--- src/rtl/pipe_hazard_pkg.sv ---
// Shared types for the pipeline hazard controller: forward-select encodings,
// the scoreboard entry layout and the select-width derivation.
package pipe_hazard_pkg;

    // Entries are sized for the widest legal configuration; narrower
    // instances zero-extend register numbers into these fields.
    localparam int MAX_REG_AW = 8;
    localparam int MAX_SRC    = 3;

    localparam int FWD_RF = 0;

    typedef struct packed {
        logic                                valid;
        logic [MAX_REG_AW-1:0]               dest;
        logic                                wb_en;
        logic                                mem_r_en;
        logic [MAX_SRC-1:0][MAX_REG_AW-1:0]  src;
        logic [MAX_SRC-1:0]                  src_used;
    } sb_entry_t;

    function automatic int fwd_sel_width(input int depth);
        return $clog2(depth + 1);
    endfunction

endpackage

--- src/rtl/pipe_hazard_ctrl_fwd_src_select.sv ---
// Priority match of one EXE source register against the tracked stages
// after EXE; the nearest stage with a pending write wins.
module fwd_src_select
    import pipe_hazard_pkg::*;
#(
    parameter int FWD_DEPTH = 2,
    parameter int SEL_W     = 2
) (
    input  logic                                en,
    input  logic [MAX_REG_AW-1:0]               src,
    input  logic [FWD_DEPTH-1:0]                wr_en,
    input  logic [FWD_DEPTH-1:0][MAX_REG_AW-1:0] wr_dest,
    output logic [SEL_W-1:0]                    sel
);

    // Scan far-to-near so the nearest matching stage is the last one written.
    always_comb begin
        sel = SEL_W'(FWD_RF);
        if (en) begin
            for (int k = FWD_DEPTH - 1; k >= 0; k--) begin
                if (wr_en[k] && (wr_dest[k] == src)) begin
                    sel = SEL_W'(k + 1);
                end
            end
        end
    end

endmodule

--- src/rtl/pipe_hazard_ctrl.sv ---
// Pipeline hazard controller: scoreboard of EXE and later stages, stall,
// flush, memory-wait hold and operand forwarding selects.
// Optional perf counters (stall_cnt, flush_cnt) under HAZARD_PERF_CNT_EN.
module pipe_hazard_ctrl
    import pipe_hazard_pkg::*;
#(
    parameter int REG_AW    = 4,
    parameter int NUM_SRC   = 2,
    parameter int FWD_DEPTH = 2,
    parameter int SEL_W     = fwd_sel_width(FWD_DEPTH)
) (
    input  logic                       clk,
    input  logic                       rst,
    input  logic                       id_valid,
    input  logic [NUM_SRC*REG_AW-1:0]  id_src,
    input  logic [NUM_SRC-1:0]         id_src_used,
    input  logic [REG_AW-1:0]          id_dest,
    input  logic                       id_wb_en,
    input  logic                       id_mem_r_en,
    input  logic                       branch_taken,
    input  logic                       mem_ready,
    input  logic                       fwd_en,
    output logic                       freeze,
    output logic                       bubble,
    output logic                       flush,
    output logic                       hold_all,
    output logic [NUM_SRC*SEL_W-1:0]   fwd_sel
`ifdef HAZARD_PERF_CNT_EN
    ,
    output logic [31:0]                stall_cnt,
    output logic [31:0]                flush_cnt
`endif
);

    sb_entry_t [FWD_DEPTH:0] sb_q, sb_d;
    sb_entry_t               id_entry;
    logic                    hit_exe, hit_near, raw_stall;
    logic                    sb_unused;

    always_comb begin
        id_entry          = '0;
        id_entry.valid    = 1'b1;
        id_entry.dest     = MAX_REG_AW'(id_dest);
        id_entry.wb_en    = id_wb_en;
        id_entry.mem_r_en = id_mem_r_en;
        for (int i = 0; i < NUM_SRC; i++) begin
            id_entry.src[i]      = MAX_REG_AW'(id_src[i*REG_AW +: REG_AW]);
            id_entry.src_used[i] = id_src_used[i];
        end
    end

    // The last stage writes the register file this cycle, so only
    // entries 0..FWD_DEPTH-1 can block ID when forwarding is off.
    always_comb begin
        hit_exe  = 1'b0;
        hit_near = 1'b0;
        for (int i = 0; i < NUM_SRC; i++) begin
            for (int k = 0; k < FWD_DEPTH; k++) begin
                if (id_src_used[i] && sb_q[k].valid && sb_q[k].wb_en &&
                    (sb_q[k].dest == id_entry.src[i])) begin
                    hit_near = 1'b1;
                    if (k == 0) begin
                        hit_exe = 1'b1;
                    end
                end
            end
        end
    end

    assign raw_stall = fwd_en ? (hit_exe & sb_q[0].mem_r_en) : hit_near;
    assign flush     = rst & branch_taken & mem_ready;
    assign hold_all  = rst & ~mem_ready;
    assign freeze    = rst & mem_ready & ~branch_taken & id_valid & raw_stall;
    assign bubble    = freeze;

    always_comb begin
        sb_d = sb_q;
        if (mem_ready) begin
            for (int k = FWD_DEPTH; k >= 1; k--) begin
                sb_d[k] = sb_q[k-1];
            end
            sb_d[0] = (id_valid && !freeze && !flush) ? id_entry : '0;
        end
    end

    always_ff @(posedge clk or negedge rst) begin
        if (!rst) begin
            sb_q <= '0;
        end else begin
            sb_q <= sb_d;
        end
    end

    logic [FWD_DEPTH-1:0]                  wr_en;
    logic [FWD_DEPTH-1:0][MAX_REG_AW-1:0]  wr_dest;

    always_comb begin
        for (int k = 0; k < FWD_DEPTH; k++) begin
            wr_en[k]   = sb_q[k+1].valid & sb_q[k+1].wb_en;
            wr_dest[k] = sb_q[k+1].dest;
        end
    end

    for (genvar g = 0; g < NUM_SRC; g++) begin : g_src
        fwd_src_select #(
            .FWD_DEPTH (FWD_DEPTH),
            .SEL_W     (SEL_W)
        ) u_fwd_src_select (
            .en      (fwd_en & sb_q[0].valid & sb_q[0].src_used[g]),
            .src     (sb_q[0].src[g]),
            .wr_en   (wr_en),
            .wr_dest (wr_dest),
            .sel     (fwd_sel[g*SEL_W +: SEL_W])
        );
    end

    // The oldest entry only needs its write fields; the rest retire here.
    assign sb_unused = ^{sb_q[FWD_DEPTH].mem_r_en, sb_q[FWD_DEPTH].src,
                         sb_q[FWD_DEPTH].src_used};

`ifdef HAZARD_PERF_CNT_EN
    logic [31:0] stall_cnt_q, stall_cnt_d, flush_cnt_q, flush_cnt_d;

    always_comb begin
        stall_cnt_d = stall_cnt_q;
        flush_cnt_d = flush_cnt_q;
        if (freeze && (stall_cnt_q != 32'hFFFF_FFFF)) begin
            stall_cnt_d = stall_cnt_q + 32'd1;
        end
        if (flush && (flush_cnt_q != 32'hFFFF_FFFF)) begin
            flush_cnt_d = flush_cnt_q + 32'd1;
        end
    end

    always_ff @(posedge clk or negedge rst) begin
        if (!rst) begin
            stall_cnt_q <= '0;
            flush_cnt_q <= '0;
        end else begin
            stall_cnt_q <= stall_cnt_d;
            flush_cnt_q <= flush_cnt_d;
        end
    end

    assign stall_cnt = stall_cnt_q;
    assign flush_cnt = flush_cnt_q;
`endif

endmodule

--- config.mk ---
export PLATFORM = sky130hd
export DESIGN_NAME = pipe_hazard_ctrl
export DESIGN_NICKNAME = d
export VERILOG_FILES = /design/src/rtl/pipe_hazard_pkg.sv /design/src/rtl/pipe_hazard_ctrl_fwd_src_select.sv /design/src/rtl/pipe_hazard_ctrl.sv
export SDC_FILE = /design/constraint.sdc
export NUM_CORES = 1
export LEC_CHECK = 0
export CELL_PAD_IN_SITES_DETAIL_PLACEMENT = 0
export CELL_PAD_IN_SITES_GLOBAL_PLACEMENT = 1
export CORE_MARGIN = 8
export CORE_UTILIZATION = 37
export CTS_CLUSTER_DIAMETER = 60
export DETAILED_ROUTE_END_ITERATION = 8
export GPL_TIMING_DRIVEN = 0
export PLACE_DENSITY_LB_ADDON = 0.05
export SLEW_MARGIN = 10
export SYNTH_ARGS = -nofsm -noshare
export SYNTH_HDL_FRONTEND = slang
export SYNTH_SLANG_ARGS = --single-unit
--- constraint.sdc ---
create_clock -name clk -period 1.9 [get_ports clk]
set_clock_uncertainty 0.2 [all_clocks]
set_input_delay 0.19 -clock clk [delete_from_list [all_inputs] [get_ports clk]]
set_output_delay 0.19 -clock clk [all_outputs]
set_load 0.02 [all_outputs]
==> impl_metrics.json <==
{
  "ys_types": 31,
  "cp_slowest_cell": "dfrtp_2",
  "regMostFlops": "sb_q",
  "post-route-min-period_ns": 2.24,
  "postRouteAntennaNets": 0,
  "worst_pin_slew_ns": 0.627,
  "setup_viol": 23,
  "synthCells": 150,
  "hold_depth": 2,
  "wl_per_cell_um": 19.3,
  "holdCritStartpoint": "mem_ready",
  "end_kind": "output port",
  "layout.nets": 226,
  "finalNonFillerCells": 256,
  "top_regs": "sb_q: 29 flops",
  "globalplace.congestion": 0.853,
  "crit_buf_inv": 2,
  "reg2reg_from": "sb_q[30]",
  "cts_sinks": 29,
  "p_per_area_nw_per_um2": 750,
  "grt_antenna_before_repair": 0,
  "crit_family": "flip-flops",
  "report.final.slew_viol_count": 0,
  "rsz0062_at_grt": "yes",
  "synth_seq_cells": 29,
  "outcome": "finished with violations",
  "mostFrequentLayoutCell": "dfrtp_1",
  "wl_um": 4930,
  "grt.overflow.total": 0,
  "yosysSeqAreaShare": 0.427,
  "grt_usage": 0.145,
  "place_ws_ns": -0.892,
  "core-area_um2": 4380,
  "hpwl_um": 3400,
  "synth_area_per_cell_um2": 11.3,
  "path_max_fanout": 4,
  "cp_slowest_stage_delay_ns": 0.44,
  "cts_inserted_buffers": 5,
  "area_growth_pct": 47.1,
  "drt-vias-per-instance": 5.49,
  "dieArea_um2": 7020,
  "cts_tree": "yes",
  "clk-insertion-delay-late_ns": 0.28,
  "cp_data_required_time_ns": 1.51,
  "drc": 0,
  "leakagePower_nw": 1.18,
  "drtIter0Drc": 82,
  "drt_pass1_iterations": 4,
  "crit_arrival_ns": 1.85,
  "fin_ws_ns": -0.336,
  "rrSetupSlack_ns": -0.25,
  "worstPathCellList": "xnor2_2 -> nand4_1 -> o22ai_2 -> a21boi_2 -> nor4_4 -> buf_4 -> buf_6",
  "slew_headroom": 0.581,
  "dpl_cell_area_um2": 2060,
  "grt_pass1_wl_um": 8140,
  "fmax_mhz": 447,
  "rr_endpoint": "sb_q[37]",
  "ir_drop_v": 0.000440,
  "die_h_um": 83.8,
  "final_cell_mix": "23 x dfrtp_1, 17 x clkdlybuf4s50_1, 16 x buf_4, 15 x a22o_1, 15 x a21o_1",
  "worstHoldPathType": "in2reg",
  "clockBufferDepth": 2,
  "post-route-period-util": 1.18,
  "grt_max_degree": 30,
  "cts.reportedPaths.clkPinSlew_ns": 0.06,
  "numPortBuffers": 28,
  "crit_path_start_kind": "flop",
  "maxCapViolations": 0,
  "syn_nets": 172,
  "cts_htree_levels": 2,
  "vias": 1405,
  "final_util": 0.570,
  "min_delay_worst_endpoint": "sb_q[108]",
  "fp.dieW_um": 83.8,
  "reg2regPathDepth": 9,
  "dpl.cell_count": 230,
  "violations": "negative setup slack",
  "largest_reg_flops": 29,
  "initial_core_util": 0.388,
  "clk_root_buffer_cell": "clkbuf_8",
  "rows": 24,
  "antenna_cells": 0,
  "grt_pass1_vias": 1556,
  "syn_area_um2": 1700,
  "hold_viol": 0,
  "io_pins": 30,
  "path_class": "reg2out",
  "ys_warn_count": 0,
  "finish.instance_area_um2": 2500,
  "drive_gt1_frac": 0.382
}
==> worst reg2reg max path: stages (launching register included) <==
cell and delay, ns:
dfrtp_2 0.44, xnor2_2 0.13, nand4_1 0.13, o22ai_2 0.25, a21boi_2 0.11, buf_4 0.14, o21a_1 0.17, buf_6 0.14
buf_6 0.11, a211o_1 0.22
==> what timing repair did <==
action,CTS,global route
buffers inserted,11,6
pin swaps,30,17
hold buffers,2,0
endpoints found under the setup margin,25,23
hold endpoints to repair,29,0
gates cloned,1,0
gates resized for setup,60,17
==> kinds of logic (layout without fill, tap and decap cells) <==
family,after synthesis,count (layout),share of synthesized area
mux,12,12,0.0795
flops,29,29,0.427
simple gates,29,29,0.107
buf+inv,12,66,0.0522
compound gates,36,36,0.170
xor+xnor,32,32,0.165
==> synth_stat cells <==
master,n,share of area
dfrtp_1,29,0.43
xor2_1,18,0.093
a21o_1,15,0.066
a22o_1,15,0.077
xnor2_1,14,0.072
mux2_2,12,0.079
buf_6,5,0.033
nand3_1,5,0.015
nand4_1,5,0.018
nor4_1,4,0.015
and4_1,2,0.010
buf_2,2,0.0059
clkbuf_1,2,0.0044
nand2_1,2,0.0044
nor2_1,2,0.0044
nor3_1,2,0.0059
nor4_2,2,0.015
a211o_1,1,0.0052
a21boi_0,1,0.0044
a21oi_1,1,0.0029
a221o_1,1,0.0059
and2_1,1,0.0037
and3_1,1,0.0037
buf_1,1,0.0022
buf_4,1,0.0044
clkinv_1,1,0.0022
nand2b_1,1,0.0037
nor2b_1,1,0.0037
o21a_1,1,0.0044
o22ai_1,1,0.0037
or4_1,1,0.0044
==> through the flow <==
stage | setup TNS (ns) | hold slack [ns] | total power, mW
after detailed placement | -12.65 | 0.0997 | 1.21
after floorplan | -0.317 | -0.306 | 1.05
after global routing | -6.17 | 0.104 | 1.97
after global placement | -34.20 | 0.293 | 1.20
final | -4.39 | 0.103 | 1.88
after CTS | -5.05 | 0.101 | 1.82
==> worst max-delay path by stage <==
stage / from / cells past startpoint / to / slack, ns
after floorplan: sb_q[67] / 6 / freeze / -0.07
after global placement: rst / 5 / freeze / -1.49
after detailed placement: id_src[6] / 8 / freeze / -0.89
after CTS: sb_q[68] / 8 / freeze / -0.38
after global routing: sb_q[30] / 7 / freeze / -0.43
final: sb_q[30] / 7 / freeze / -0.34
==> power by group <==
group          internal, mW  leakage, nW  switching (mW)
Combinational         0.314        0.769           0.251
Clock                 0.287       0.0443           0.228
Sequential            0.701        0.362          0.0948
==> metal layers <==
layer | track usage | vias to the layer above | share of wire
li1 | - | 657 | -
met1 | 0.169 | 709 | 0.44
met2 | 0.246 | 32 | 0.51
met4 | 0.0487 | 0 | 0.016
met5 | 0 | - | 0
met3 | 0.0420 | 7 | 0.042
==> cell type report <==
type,count,area (µm²)
multi-input cells,109,1050
inverters,1,3.75
clock buffers,7,86.3
flip-flops and latches,29,733
well taps,52,65.1
fillers,378,1880
repair buffers,48,484
plain buffers,10,77.6
Power figures use the tool's default switching activity.
